<file path="src/rtl/led_mon_pkg.sv">
// Shared types and helpers for the LED flow monitor: FSM encoding,
// one-hot rotation and an 8-bit saturating increment.
package led_mon_pkg;

  typedef enum logic [1:0] {
    ST_IDLE  = 2'd0,
    ST_SYNC  = 2'd1,
    ST_TRACK = 2'd2
  } led_mon_state_e;

  // Rotate the low 'width' bits of p by one position, with wrap-around.
  // dir=0 steps toward the MSB, dir=1 toward the LSB.
  function automatic logic [31:0] rot_next(input logic [31:0] p,
                                           input int unsigned width,
                                           input logic dir);
    logic [31:0] mask;
    logic [31:0] r;
    mask = (width >= 32) ? '1 : ((32'd1 << width) - 32'd1);
    if (!dir) r = (p << 1) | (p >> (width - 1));
    else      r = (p >> 1) | (p << (width - 1));
    return r & mask;
  endfunction

  function automatic logic [7:0] sat_inc8(input logic [7:0] v);
    return (v == 8'hFF) ? v : v + 8'd1;
  endfunction

endpackage

</file>
<file path="src/rtl/led_dwell_timer.sv">
// Counts cycles since the last LED change and flags a held period that is
// shorter or longer than the DWELL +/- TOL window.
module led_dwell_timer #(
  parameter int unsigned CNT_W = 16,
  parameter int unsigned DWELL = 8,
  parameter int unsigned TOL   = 1
) (
  input  logic clock,
  input  logic reset,
  input  logic clear_i,
  output logic too_short_o,
  output logic too_long_o
);

  // Held period is cnt_q+1, so the window bounds shift down by one.
  localparam logic [CNT_W-1:0] SHORT_LIM = CNT_W'(DWELL - TOL - 1);
  localparam logic [CNT_W-1:0] LONG_LIM  = CNT_W'(DWELL + TOL);

  logic [CNT_W-1:0] cnt_q;
  logic [CNT_W-1:0] cnt_d;

  always_comb begin
    cnt_d = cnt_q;
    if (clear_i)          cnt_d = '0;
    else if (cnt_q != '1) cnt_d = cnt_q + 1'b1;
  end

  always_ff @(posedge clock) begin
    if (reset) cnt_q <= '0;
    else       cnt_q <= cnt_d;
  end

  assign too_short_o = (cnt_q < SHORT_LIM);
  assign too_long_o  = (cnt_q >= LONG_LIM);

endmodule

</file>
<file path="src/rtl/led_flow_monitor.sv">
// Observer for a walking one-hot LED bus: locks onto the pattern, then checks
// every step's order and dwell; sticky flags plus step/error counters.
module led_flow_monitor
  import led_mon_pkg::*;
#(
  parameter int unsigned WIDTH = 4,
  parameter int unsigned DWELL = 8,
  parameter int unsigned TOL   = 1,
  parameter bit          DIR   = 1'b0,
  parameter int unsigned CNT_W = 16
) (
  input  logic             clock,
  input  logic             reset,
  input  logic [WIDTH-1:0] led_in,
  output logic             locked,
  output logic             err_pattern,
  output logic             err_timing,
  output logic             err_pulse,
  output logic [15:0]      step_count,
  output logic [7:0]       err_count,
  output led_mon_state_e   dbg_state
);

  logic [WIDTH-1:0] led_q, led_prev_q, exp_next;
  led_mon_state_e   state_q, state_d;
  logic             locked_q, locked_d;
  logic             err_pat_q, err_pat_d;
  logic             err_tim_q, err_tim_d;
  logic             pulse_q, pulse_d;
  logic [15:0]      step_q, step_d;
  logic [7:0]       errc_q, errc_d;
  logic             change, is_onehot, in_order, err_ev;
  logic             too_short, too_long, timer_clr;

  assign change    = (led_q != led_prev_q);
  assign is_onehot = $onehot(led_q);
  assign exp_next  = WIDTH'(rot_next(32'(led_prev_q), WIDTH, DIR));
  assign in_order  = (led_q == exp_next);
  assign timer_clr = change || (state_q == ST_IDLE && is_onehot);

  led_dwell_timer #(.CNT_W(CNT_W), .DWELL(DWELL), .TOL(TOL)) u_timer (
    .clock      (clock),
    .reset      (reset),
    .clear_i    (timer_clr),
    .too_short_o(too_short),
    .too_long_o (too_long)
  );

  always_comb begin
    state_d   = state_q;
    err_pat_d = err_pat_q;
    err_tim_d = err_tim_q;
    step_d    = step_q;
    errc_d    = errc_q;
    pulse_d   = 1'b0;
    err_ev    = 1'b0;
    unique case (state_q)
      ST_IDLE: if (is_onehot) state_d = ST_SYNC;
      ST_SYNC: begin
        // First dwell is of unknown length, so only order decides the lock.
        if (change) begin
          if (in_order) begin
            state_d = ST_TRACK;
            step_d  = step_q + 16'd1;
          end else begin
            state_d = ST_IDLE;
          end
        end
      end
      ST_TRACK: begin
        if (change) begin
          if (!in_order)             err_pat_d = 1'b1;
          if (too_short || too_long) err_tim_d = 1'b1;
          if (!in_order || too_short || too_long) err_ev = 1'b1;
          else                                    step_d = step_q + 16'd1;
        end else if (too_long) begin
          err_tim_d = 1'b1;
          err_ev    = 1'b1;
        end
      end
      default: state_d = ST_IDLE;
    endcase
    if (err_ev) begin
      pulse_d = 1'b1;
      errc_d  = sat_inc8(errc_q);
      state_d = ST_IDLE;
    end
    locked_d = (state_d == ST_TRACK);
  end

  always_ff @(posedge clock) begin
    if (reset) begin
      led_q      <= '0;
      led_prev_q <= '0;
      state_q    <= ST_IDLE;
      locked_q   <= 1'b0;
      err_pat_q  <= 1'b0;
      err_tim_q  <= 1'b0;
      pulse_q    <= 1'b0;
      step_q     <= '0;
      errc_q     <= '0;
    end else begin
      led_q      <= led_in;
      led_prev_q <= led_q;
      state_q    <= state_d;
      locked_q   <= locked_d;
      err_pat_q  <= err_pat_d;
      err_tim_q  <= err_tim_d;
      pulse_q    <= pulse_d;
      step_q     <= step_d;
      errc_q     <= errc_d;
    end
  end

  assign locked      = locked_q;
  assign err_pattern = err_pat_q;
  assign err_timing  = err_tim_q;
  assign err_pulse   = pulse_q;
  assign step_count  = step_q;
  assign err_count   = errc_q;
  assign dbg_state   = state_q;

endmodule

</file>
<file path="config.mk">
export PLATFORM = sky130hd
export DESIGN_NAME = led_flow_monitor
export DESIGN_NICKNAME = d
export VERILOG_FILES = /design/src/rtl/led_mon_pkg.sv /design/src/rtl/led_dwell_timer.sv /design/src/rtl/led_flow_monitor.sv
export SDC_FILE = /design/constraint.sdc
export NUM_CORES = 1
export LEC_CHECK = 0
export CELL_PAD_IN_SITES_DETAIL_PLACEMENT = 1
export CELL_PAD_IN_SITES_GLOBAL_PLACEMENT = 1
export CORE_ASPECT_RATIO = 1.1
export CORE_MARGIN = 1
export CORE_UTILIZATION = 25
export CTS_CLUSTER_DIAMETER = 200
export DETAILED_ROUTE_END_ITERATION = 8
export PLACE_DENSITY_LB_ADDON = 0.25
export RECOVER_POWER = 50
export SKIP_LAST_GASP = 1
export SLEW_MARGIN = 20
export SYNTH_ARGS = -nofsm -noshare
export SYNTH_HDL_FRONTEND = slang
export SYNTH_SLANG_ARGS = --single-unit
</file>
<file path="constraint.sdc">
create_clock -name clock -period 2.9 [get_ports clock]
set_input_delay 0.435 -clock clock [delete_from_list [all_inputs] [get_ports clock]]
set_output_delay 0.435 -clock clock [all_outputs]
set_load 0.01 [all_outputs]
</file>
Word-level counts from Yosys, hierarchy flattened. Cells that the tools add are included.

Magnitude comparators: 2. Eq/ne operators: 13. Add/sub/neg operators: 6. Multiplexer cells: 18. Reduce and logical (&&, ||, !) cells: 14. Bitwise operators: 3.

Operators by type and width (number): $mux 16 (4); $add 16x1->16 const B (2); $pmux 16 s2 (1); $ge 16x4->1 const B (1); $lt 16x3->1 const B (1); $ne 16x16->1 const B (1); $add 8x1->8 const B (1); $eq 8x8->1 const B (1); $mux 1 (8); $mux 2 (4); $ne 2x2->1 const B (4); $pmux 2 s3 (1); $reduce_and 3->1 (2); $reduce_and 5->1 (1); $add 1x1->2 (2); $eq 2x2->1 const B (2); $eq 4x4->1 (1); $logic_or 1x1->1 (4); $ne 4x4->1 (1); $or 4x1->4 (1); $reduce_bool 2->1 (2); $add 2x2->3 (1); $eq 3x1->1 const B (1); $eq 2x1->1 const B (1); 7 further kinds (8).

Output and inout bits: 30. Register bits after elaboration: 54. Logic and storage cells: 66.

Logic depth before layout (Yosys ltp). Gate-level depths: netlist of the first run.

Word-level depth: 10. Gate-level depth with buffers: 10. Gate-level depth less buffers: 9.

By module. A second synthesis of the first run with hierarchy kept.

Cell total of the unflattened synthesis: 314. Area, all modules: 2705.1 µm².

By module, submodules not included: led_flow_monitor (times used 1, area each 1861.8 µm², cells an instance 213); led_dwell_timer (times used 1, area each 843.3 µm², cells an instance 101).

Worst setup path before layout of the first run. Ideal clock, no wire load.

Kind: register -> register. Start: register led_q[0]. End: register u_timer.cnt_q[10]. Stages on the path, launching flop included: 11. Buffers on the path: 2. Clock period less this slack: 2.512 ns. Library setup time: 0.128 ns. Arrival: 2.384 ns. Path slack: 0.388 ns. Cell sequence: dfxtp_1 > inv_1 > fa_1 > inv_1 > ha_1 > ha_1 > nor4_1 > or3_1 > clkbuf_1 > clkbuf_1 > nor2_1.

Cells in the longest elaborated chain, start to end: 6. Elaborated cells between the ends (all ways): 7.

Ends and longest elaborated chain: start, declared (RTL line led_flow_monitor.sv:24) `logic [WIDTH-1:0] led_q, led_prev_q, exp_next;`; start signal, assigned (RTL line led_flow_monitor.sv:103) `led_q <= led_in;`; $add 1x1->2 (implied by the code) (RTL line led_flow_monitor.sv:36) `assign is_onehot = $onehot(led_q);`; $add 2x2->3 (implied by the code) (RTL line led_flow_monitor.sv:36); $eq 3x1->1 (RTL line led_flow_monitor.sv:36); $logic_and 1x1->1 (RTL line led_flow_monitor.sv:39) `assign timer_clr = change || (state_q == ST_IDLE && is_onehot);`; $logic_or 1x1->1 * (RTL line led_flow_monitor.sv:39); $reduce_or 2->1 (no line) *; end signal, assigned (RTL line led_dwell_timer.sv:30) `else cnt_q <= cnt_d;`; end, declared (RTL line led_dwell_timer.sv:19) `logic [CNT_W-1:0] cnt_q;`.

Mark *: on every way between the ends. The rest lies on a longest branch, timed or not. A chain may end at the register's enable or synchronous reset.

Final worst setup path of the first run.
Start: register u_timer.cnt_q[1]. End: register step_q[10], in the netlist step_count[10].

Cells in the longest elaborated chain, start to end: 5. Elaborated cells between the ends (all ways): 6.

Ends and longest elaborated chain: $lt 16x3->1 (RTL line led_dwell_timer.sv:33) `assign too_short_o = (cnt_q < SHORT_LIM);`; $logic_or 1x1->1 (RTL line led_flow_monitor.sv:74) `if (!in_order || too_short || too_long) err_ev = 1'b1;`; $logic_or 1x1->1 * (RTL line led_flow_monitor.sv:74); $ne 2x2->1 (no line) *; $reduce_and 5->1 (no line) *; end signal, assigned (RTL line led_flow_monitor.sv:110) `step_q <= step_d;`; end, declared (RTL line led_flow_monitor.sv:30) `logic [15:0] step_q, step_d;`.

Marks and branches as above.

==> metrics, run 1 <==
highest clock rate=386 MHz; count of yosys warnings during synthesis=0; leading register cell type out of synthesis=dfxtp_1; Fin Clk Skew=0.00685 ns; count of mapped cells out of synthesis=292; Worst EP arrival=2.79 ns; max capacitance violation total=0; flop2flop setup slack=0.31 ns; slew at the pin closest to its max-slew limit=0.665 ns; cell chain of the critical path=inv_1, ha_1, or3b_1, a2111oi_4, a21oi_4, nor4b_1, xnor2_1, nor2_1; Reg2Reg Launch Point=u_timer.cnt_q[1]; average cell area after synthesis=8.87 µm²; area of the mapped netlist=2590 µm²; largest net degree at the start of global routing=40; area enclosed by the die boundary=10800 µm²; Via-to-Cell Ratio=4.76; DRT antenna net count=0; FF+latch count, synth=54; clock edge transition at the registers on the reported setup and hold paths=0.10 ns; Total Wirelength=6260 µm; count of buffers from port buffering=35; setup tns final=0 ns; detailed-routing wirelength on met1=3020 µm; overall die width=99.0 µm; ratio of total power to cell area=422 nW/µm²; number of remaining DRC errors=0; post-route core utilization=31.9%; category of the worst setup path launch point=flop; Final Cycle Share=89.4%; wire length of the first global-routing pass=10900 µm; static leakage power=1.21 nW; detailed-routing iteration count for the pre-antenna-repair pass=4; H-Tree Depth=2; end of the worst register-to-register path=step_count[10]; CP Max Fanout=16; EDFF count, synth=0; remaining global-route overflow=0; number of I/O pins=36; number of buffers on the longest clock path=2; setup violation total in the final timing report=0; clock latency of the later-clocked register in the worst-skew pair=0.32 ns; outcome=finished, final reports clean; Top Layer Used=met4; drt first-iter violations=83; Die Span Y=109 µm; classification of the worst setup path=flop to flop; CTS tree=built; max-slew violations=0; via count of the first global-routing pass=2223; WL met3=175 µm; delay of the slowest cell on the worst path=0.50 ns; endpoint with the worst hold slack=err_pattern; clock tree root driver cell=clkbuf_8; total global-route track usage=12.7%; worst slew margin relative to its limit=55.5%; peak supply drop=0.164 mV; area inside the core boundary=9980 µm²; worst min-delay path class=flop to flop; diode count=0; area overhead of the layout relative to synthesis=23.1%; antenna violations before repair=0; Routability Congestion=0.724; critical-path cell with the highest stage delay=a2111oi_4; average wire length per cell after detail routing=13.9 µm; Post-CTS Hold Fix Bufs=0; Async SR Flop Fraction=0%; synthesized net count=306; Required @ worst endpoint=3.10 ns; Nets=343; TritonCTS sink count=54; Worst Min Path Start=err_pattern; kind of end point of the critical path=flop; met2 wire len=2970 µm; number of vias after detailed routing=2143; shortest period the worst path allows=2.59 ns; setup repair after global routing missed its margin=false; HPWL after detailed placement=4470 µm; FF-to-FF path depth=8; cell depth of the worst hold path=2; number of CTS-inserted buffers=5; share of synthesized area occupied by flip-flops and latches=41.8%; layout cell share with drive strength beyond 1=7.58%; FP Rows=38; post-synth cell types=40; Initial Utilization=25.9%; Hold Fails Final Rpt=0
[cell usage after synthesis (2+ instances only)]
| library cell | number | share of area, % |
|---|---|---|
| a211oi_1 | 4 | 1.2 |
| nor2b_1 | 9 | 2.2 |
| ha_1 | 7 | 3.4 |
| nor3_1 | 6 | 1.2 |
| o21ai_0 | 3 | 0.58 |
| nor4_2 | 4 | 1.9 |
| xor2_1 | 13 | 4.4 |
| nand2b_1 | 5 | 1.2 |
| o31ai_1 | 2 | 0.58 |
| buf_2 | 2 | 0.39 |
| or4_1 | 4 | 1.2 |
| or3_1 | 3 | 0.73 |
| mux2i_1 | 3 | 1.2 |
| a21oi_1 | 14 | 2.7 |
| a21bo_2 | 2 | 0.77 |
| nor2_1 | 46 | 6.7 |
| dfxtp_1 | 54 | 42 |
| and3_1 | 6 | 1.5 |
| nand3_1 | 15 | 2.9 |
| nor4_1 | 4 | 0.97 |
| xnor2_1 | 21 | 7.1 |
| nand4_1 | 7 | 1.7 |
| nand2_1 | 17 | 2.5 |
| nor4b_1 | 4 | 1.4 |
| inv_1 | 11 | 1.6 |
| buf_1 | 2 | 0.29 |
| a31oi_1 | 3 | 0.73 |
| clkbuf_1 | 7 | 1.0 |
| and4_1 | 3 | 1.0 |
[per-layer routing]
metal | track usage (%) | vias up
li1 | - | 1070
met1 | 16.1 | 1043
met2 | 21.4 | 25
met3 | 2.63 | 5
met4 | 4.80 | 0
met5 | 0 | -
[critical path, delay by kind of cell, from the launching register on]
kind	cells	cell delay [ns]
buffers and inverters	1	0.09
AO/OA/AOI/OAI	2	0.74
AND/OR/NAND/NOR	3	0.86
adder cells (fa/ha/maj)	1	0.17
XOR/XNOR	1	0.18
flip-flops	1	0.43
[sequential cells by signal, summed over array words and instances, names as in the netlist]
register / count
dbg_state: 2
err_count: 8
err_pattern: 1
err_pulse: 1
err_timing: 1
led_prev_q: 4
led_q: 4
locked: 1
step_count: 16
u_timer.cnt_q: 16
[cell families after synthesis]
logic type               count (synthesis)  share of synthesized area, %
XOR/XNOR                                34                          11.5
flip-flops                              54                          41.8
adder cells (fa/ha/maj)                  8                          4.16
AND/OR/NAND/NOR                        137                          28.8
buffers and inverters                   23                          3.72
multiplexers                             4                          1.59
AO/OA/AOI/OAI                           32                          8.51
[power breakdown]
part | switching (mW) | total, mW | internal [mW] | leakage, nW
clock | 0.258 | 0.451 | 0.193 | 0.0472
combinational | 0.0771 | 0.126 | 0.0490 | 0.731
sequential | 0.0125 | 0.766 | 0.754 | 0.437
total | 0.348 | 1.34 | 0.995 | 1.21
[placed cells by master (no fill, tap or decap), types with 4 or more instances in the layout]
master	n
dfxtp_1	54
nor2_1	46
dlygate4sd3_1	31
xnor2_1	21
nand2_1	17
nand3_1	15
a21oi_1	14
xor2_1	13
inv_1	11
nor2b_1	9
nand4_1	7
ha_1	7
nor3_1	6
and3_1	6
clkbuf_8	6
buf_4	6
nand2b_1	5
or4_1	4
nor4_1	4
nor4b_1	4
nor4_2	4
a211oi_1	4
clkdlybuf4s50_1	4
[stage by stage]
step | hold slack, ns | setup WS, ns | cells | power (mW) | instance area (µm²)
finish | 0.497 | 0.306 | 450 | 1.34 | 3190
global route | 0.547 | 0.0509 | 450 | 1.41 | 3190
CTS | 0.507 | 0.251 | 450 | 1.38 | 3180
detailed placement | 0.479 | 0.260 | 442 | 0.915 | 3090
global placement | 0.463 | 0.359 | 442 | 0.913 | 3090
floorplan | 0.485 | 0.388 | 292 | 0.871 | 2590
[final cells by class]
| cell class | instances | area, µm² |
|---|---|---|
| fill | 1188 | 6800 |
| multi-input combinational | 215 | 1420 |
| sequential | 54 | 1080 |
| timing repair buffer | 42 | 399 |
| tap | 120 | 150 |
| clock buffer | 6 | 82.6 |
| inverter | 11 | 41.3 |
| clock inverter | 2 | 12.5 |
[repair_timing]
item / 4_1_cts / 5_1_grt
setup buffers: 0 / 0
resized for setup: 0 / 1
endpoints found under the setup margin: 0 / 1
[how the worst max path moves through the flow]
stage / cells after the start / slack (ns) / from / to
detailed placement: 8 / 0.26 / u_timer.cnt_q[1] / step_count[7]
global placement: 8 / 0.36 / u_timer.cnt_q[1] / step_count[3]
global route: 8 / 0.05 / u_timer.cnt_q[1] / step_count[7]
CTS: 8 / 0.25 / u_timer.cnt_q[1] / step_count[7]
floorplan: 10 / 0.39 / led_q[0] / u_timer.cnt_q[10]
finish: 8 / 0.31 / u_timer.cnt_q[1] / step_count[10]
Power figures use the tool's default switching activity.
==> run 2: changes to the inputs <==
--- a/config.mk
+++ b/config.mk
@@ -5,6 +5,7 @@
 export SDC_FILE = /design/constraint.sdc
 export NUM_CORES = 1
 export LEC_CHECK = 0
+export ABC_CLOCK_PERIOD_IN_PS = 2900
 export CELL_PAD_IN_SITES_DETAIL_PLACEMENT = 1
 export CELL_PAD_IN_SITES_GLOBAL_PLACEMENT = 1
 export CORE_ASPECT_RATIO = 1.1
==> results of run 2 <==
The final DEF is identical to that of run 1; final timing and power are the same.
==> run 3: changes to the inputs <==
--- a/config.mk
+++ b/config.mk
@@ -10,12 +10,11 @@
 export CELL_PAD_IN_SITES_GLOBAL_PLACEMENT = 1
 export CORE_ASPECT_RATIO = 1.1
 export CORE_MARGIN = 1
-export CORE_UTILIZATION = 25
+export CORE_UTILIZATION = 41
 export CTS_CLUSTER_DIAMETER = 200
 export DETAILED_ROUTE_END_ITERATION = 8
 export PLACE_DENSITY_LB_ADDON = 0.25
 export RECOVER_POWER = 50
-export SKIP_LAST_GASP = 1
 export SLEW_MARGIN = 20
 export SYNTH_ARGS = -nofsm -noshare
 export SYNTH_HDL_FRONTEND = slang
==> run 3 against run 2 <==
  * Design area is 0.35% lower
  * Sequential cell count unchanged
  * Clock power rose by 38%
  * Largest power group unchanged
  * Highest routed layer unchanged
==> metrics, run 3 (synthesis results as in run 1) <==
peak supply drop=0.268 mV (was 0.164 mV); Hold Fails Final Rpt=0 (unchanged); Die Span Y=85.3 µm (was 109 µm); area inside the core boundary=6120 µm² (was 9980 µm²); Initial Utilization=42.3% (was 25.9%); area enclosed by the die boundary=6640 µm² (was 10800 µm²); most common library cell in the layout ignoring fill and taps=dfxtp_1 (unchanged); FP Rows=30 (was 38); clock latency of the later-clocked register in the worst-skew pair=0.31 ns (was 0.32 ns); number of buffers on the longest clock path=2 (unchanged); highest clock rate=372 MHz (was 386 MHz); post-route core utilization=51.9% (was 31.9%); Via-to-Cell Ratio=5.32 (was 4.76); max-slew violations=0 (unchanged); commonest cells after routing, fill and taps aside=dfxtp_1 (54), nor2_1 (46), dlygate4sd3_1 (31) (unchanged); CTS tree=built (unchanged); drt first-iter violations=72 (was 83); TritonCTS sink count=54 (unchanged); remaining global-route overflow=0 (unchanged); ratio of total power to cell area=477 nW/µm² (was 422 nW/µm²); switching fraction of total power=22.6% (was 25.9%); setup repair after global routing missed its margin=false (unchanged); Nets=341 (was 343); number of I/O pins=36 (unchanged); static leakage power=1.23 nW (was 1.21 nW); count of buffers from port buffering=35 (unchanged); WL met3=178 µm (was 175 µm); diode count=0 (unchanged); Top Layer Used=met4 (unchanged); Fin Clk Skew=0.00715 ns (was 0.00685 ns); combinational fraction of design power=8.4% (was 9.4%); clock edge transition at the registers on the reported setup and hold paths=0.10 ns (about the same); buffering stage count on the worst path with inverters included=1 (unchanged); average wire length per cell after detail routing=14.7 µm (was 13.9 µm); layout cell share with drive strength beyond 1=7.32% (was 7.58%); tightest hold margin=0.474 ns (was 0.497 ns); total global-route track usage=19.6% (was 12.7%); delay of the slowest cell on the worst path=0.53 ns (was 0.50 ns); worst slew margin relative to its limit=64.5% (was 55.5%); H-Tree Depth=2 (unchanged); Sequential Power Share=50.6% (was 57.0%); Final Cycle Share=92.7% (was 89.4%); outcome=finished, final reports clean (unchanged); number of vias after detailed routing=2171 (was 2143); shortest period the worst path allows=2.69 ns (was 2.59 ns); detailed-routing iteration count for the pre-antenna-repair pass=4 (unchanged); max capacitance violation total=0 (unchanged); CP Max Fanout=16 (unchanged); HPWL after detailed placement=4200 µm (was 4470 µm); slew at the pin closest to its max-slew limit=0.531 ns (was 0.665 ns); wire length of the first global-routing pass=10300 µm (was 10900 µm); number of remaining DRC errors=0 (unchanged); classification of the worst setup path=flop to flop (unchanged); Internal Dissipation=1.17 mW (was 995 µW); met2 wire len=2990 µm (was 2970 µm); number of CTS-inserted buffers=5 (unchanged); kind of end point of the critical path=flop (unchanged); Worst EP arrival=2.88 ns (was 2.79 ns); area overhead of the layout relative to synthesis=22.6% (was 23.1%); setup tns final=0 ns (unchanged); largest net degree at the start of global routing=40 (unchanged); overall die width=77.8 µm (was 99.0 µm); critical-path cell with the highest stage delay=a2111oi_4 (unchanged); clock tree root driver cell=clkbuf_8 (unchanged); antenna violations before repair=0 (unchanged); Total Wirelength=5990 µm (was 6260 µm); Routability Congestion=0.788 (was 0.724); detailed-routing wirelength on met1=2680 µm (was 3020 µm); setup violation total in the final timing report=0 (unchanged); reported net switching power=343 µW (was 348 µW); via count of the first global-routing pass=2220 (was 2223); category of the worst setup path launch point=flop (unchanged); cell chain of the critical path=inv_1, ha_1, or3b_1, a2111oi_4, a21oi_4, nor4b_1, xnor2_1, nor2_1 (unchanged); worst min-delay path class=flop to flop (unchanged); DRT antenna net count=0 (unchanged); Required @ worst endpoint=3.09 ns (was 3.10 ns); clock share of power=41.0% (was 33.6%); delay-heaviest family, CP=simple AND/OR/NAND/NOR gates (unchanged)
## run 3: cell types whose count changed in the layout (fill, tap and decap cells not counted), sizes merged
cell / before / now
clkinv: 1 / 0
bufinv: 0 / 2
clkinvlp: 1 / 0
buf: 6 / 4
## run 3: timing repair
item	in CTS	in global routing
setup buffers	0	0
setup endpoints to repair	0	4
hold buffers	0	0
resized for setup	0	2
## run 3: worst reg2reg max path: stages, from the launching register on
cell       delay [ns]
dfxtp_1          0.44
inv_1            0.10
ha_1             0.18
or3b_1           0.39
a2111oi_4        0.53
a21oi_4          0.25
nor4b_1          0.46
xnor2_1          0.18
nor2_1           0.05
## run 3: final timing paths
check | startpoint | to | slack [ns] | cells after the start
worst max-delay path | u_timer.cnt_q[1] | step_count[10] | 0.21 | 8
worst min-delay path | err_timing | err_timing | 0.47 | 2
worst max register to register | u_timer.cnt_q[1] | step_count[10] | 0.21 | 8
worst min register to register | err_timing | err_timing | 0.47 | 2
## run 3: per-stage QoR
stage	setup WS [ns]	total power, mW	std cells	area (µm²)
detailed placement	0.197	0.914	400	3020
global route	0.00588	1.58	408	3170
global placement	0.295	0.910	400	3020
finish	0.212	1.51	408	3170
CTS	0.166	1.54	408	3160
floorplan	0.388	0.871	292	2590
## run 3: cell type report
| cell class | count | area [µm²] |
|---|---|---|
| fill | 724 | 2940 |
| multi-input combinational | 215 | 1430 |
| sequential | 54 | 1080 |
| timing repair buffer | 40 | 384 |
| tap | 80 | 100 |
| clock buffer | 6 | 82.6 |
| clock inverter | 2 | 60.1 |
| inverter | 11 | 41.3 |
## run 3: power by group through the flow
stage               registers [mW]  clock network [mW]  logic, mW
detailed placement           0.784                   0      0.130
global placement             0.783                   0      0.127
CTS                          0.767               0.640      0.131
global route                 0.768               0.665      0.144
finish                       0.766               0.621      0.127
floorplan                    0.784                   0     0.0868
## run 3: layer usage
layer	GRT usage, %	up-vias
li1	-	1072
met1	23.1	1063
met2	34.4	27
met3	4.09	9
met4	8.23	0
met5	0	-
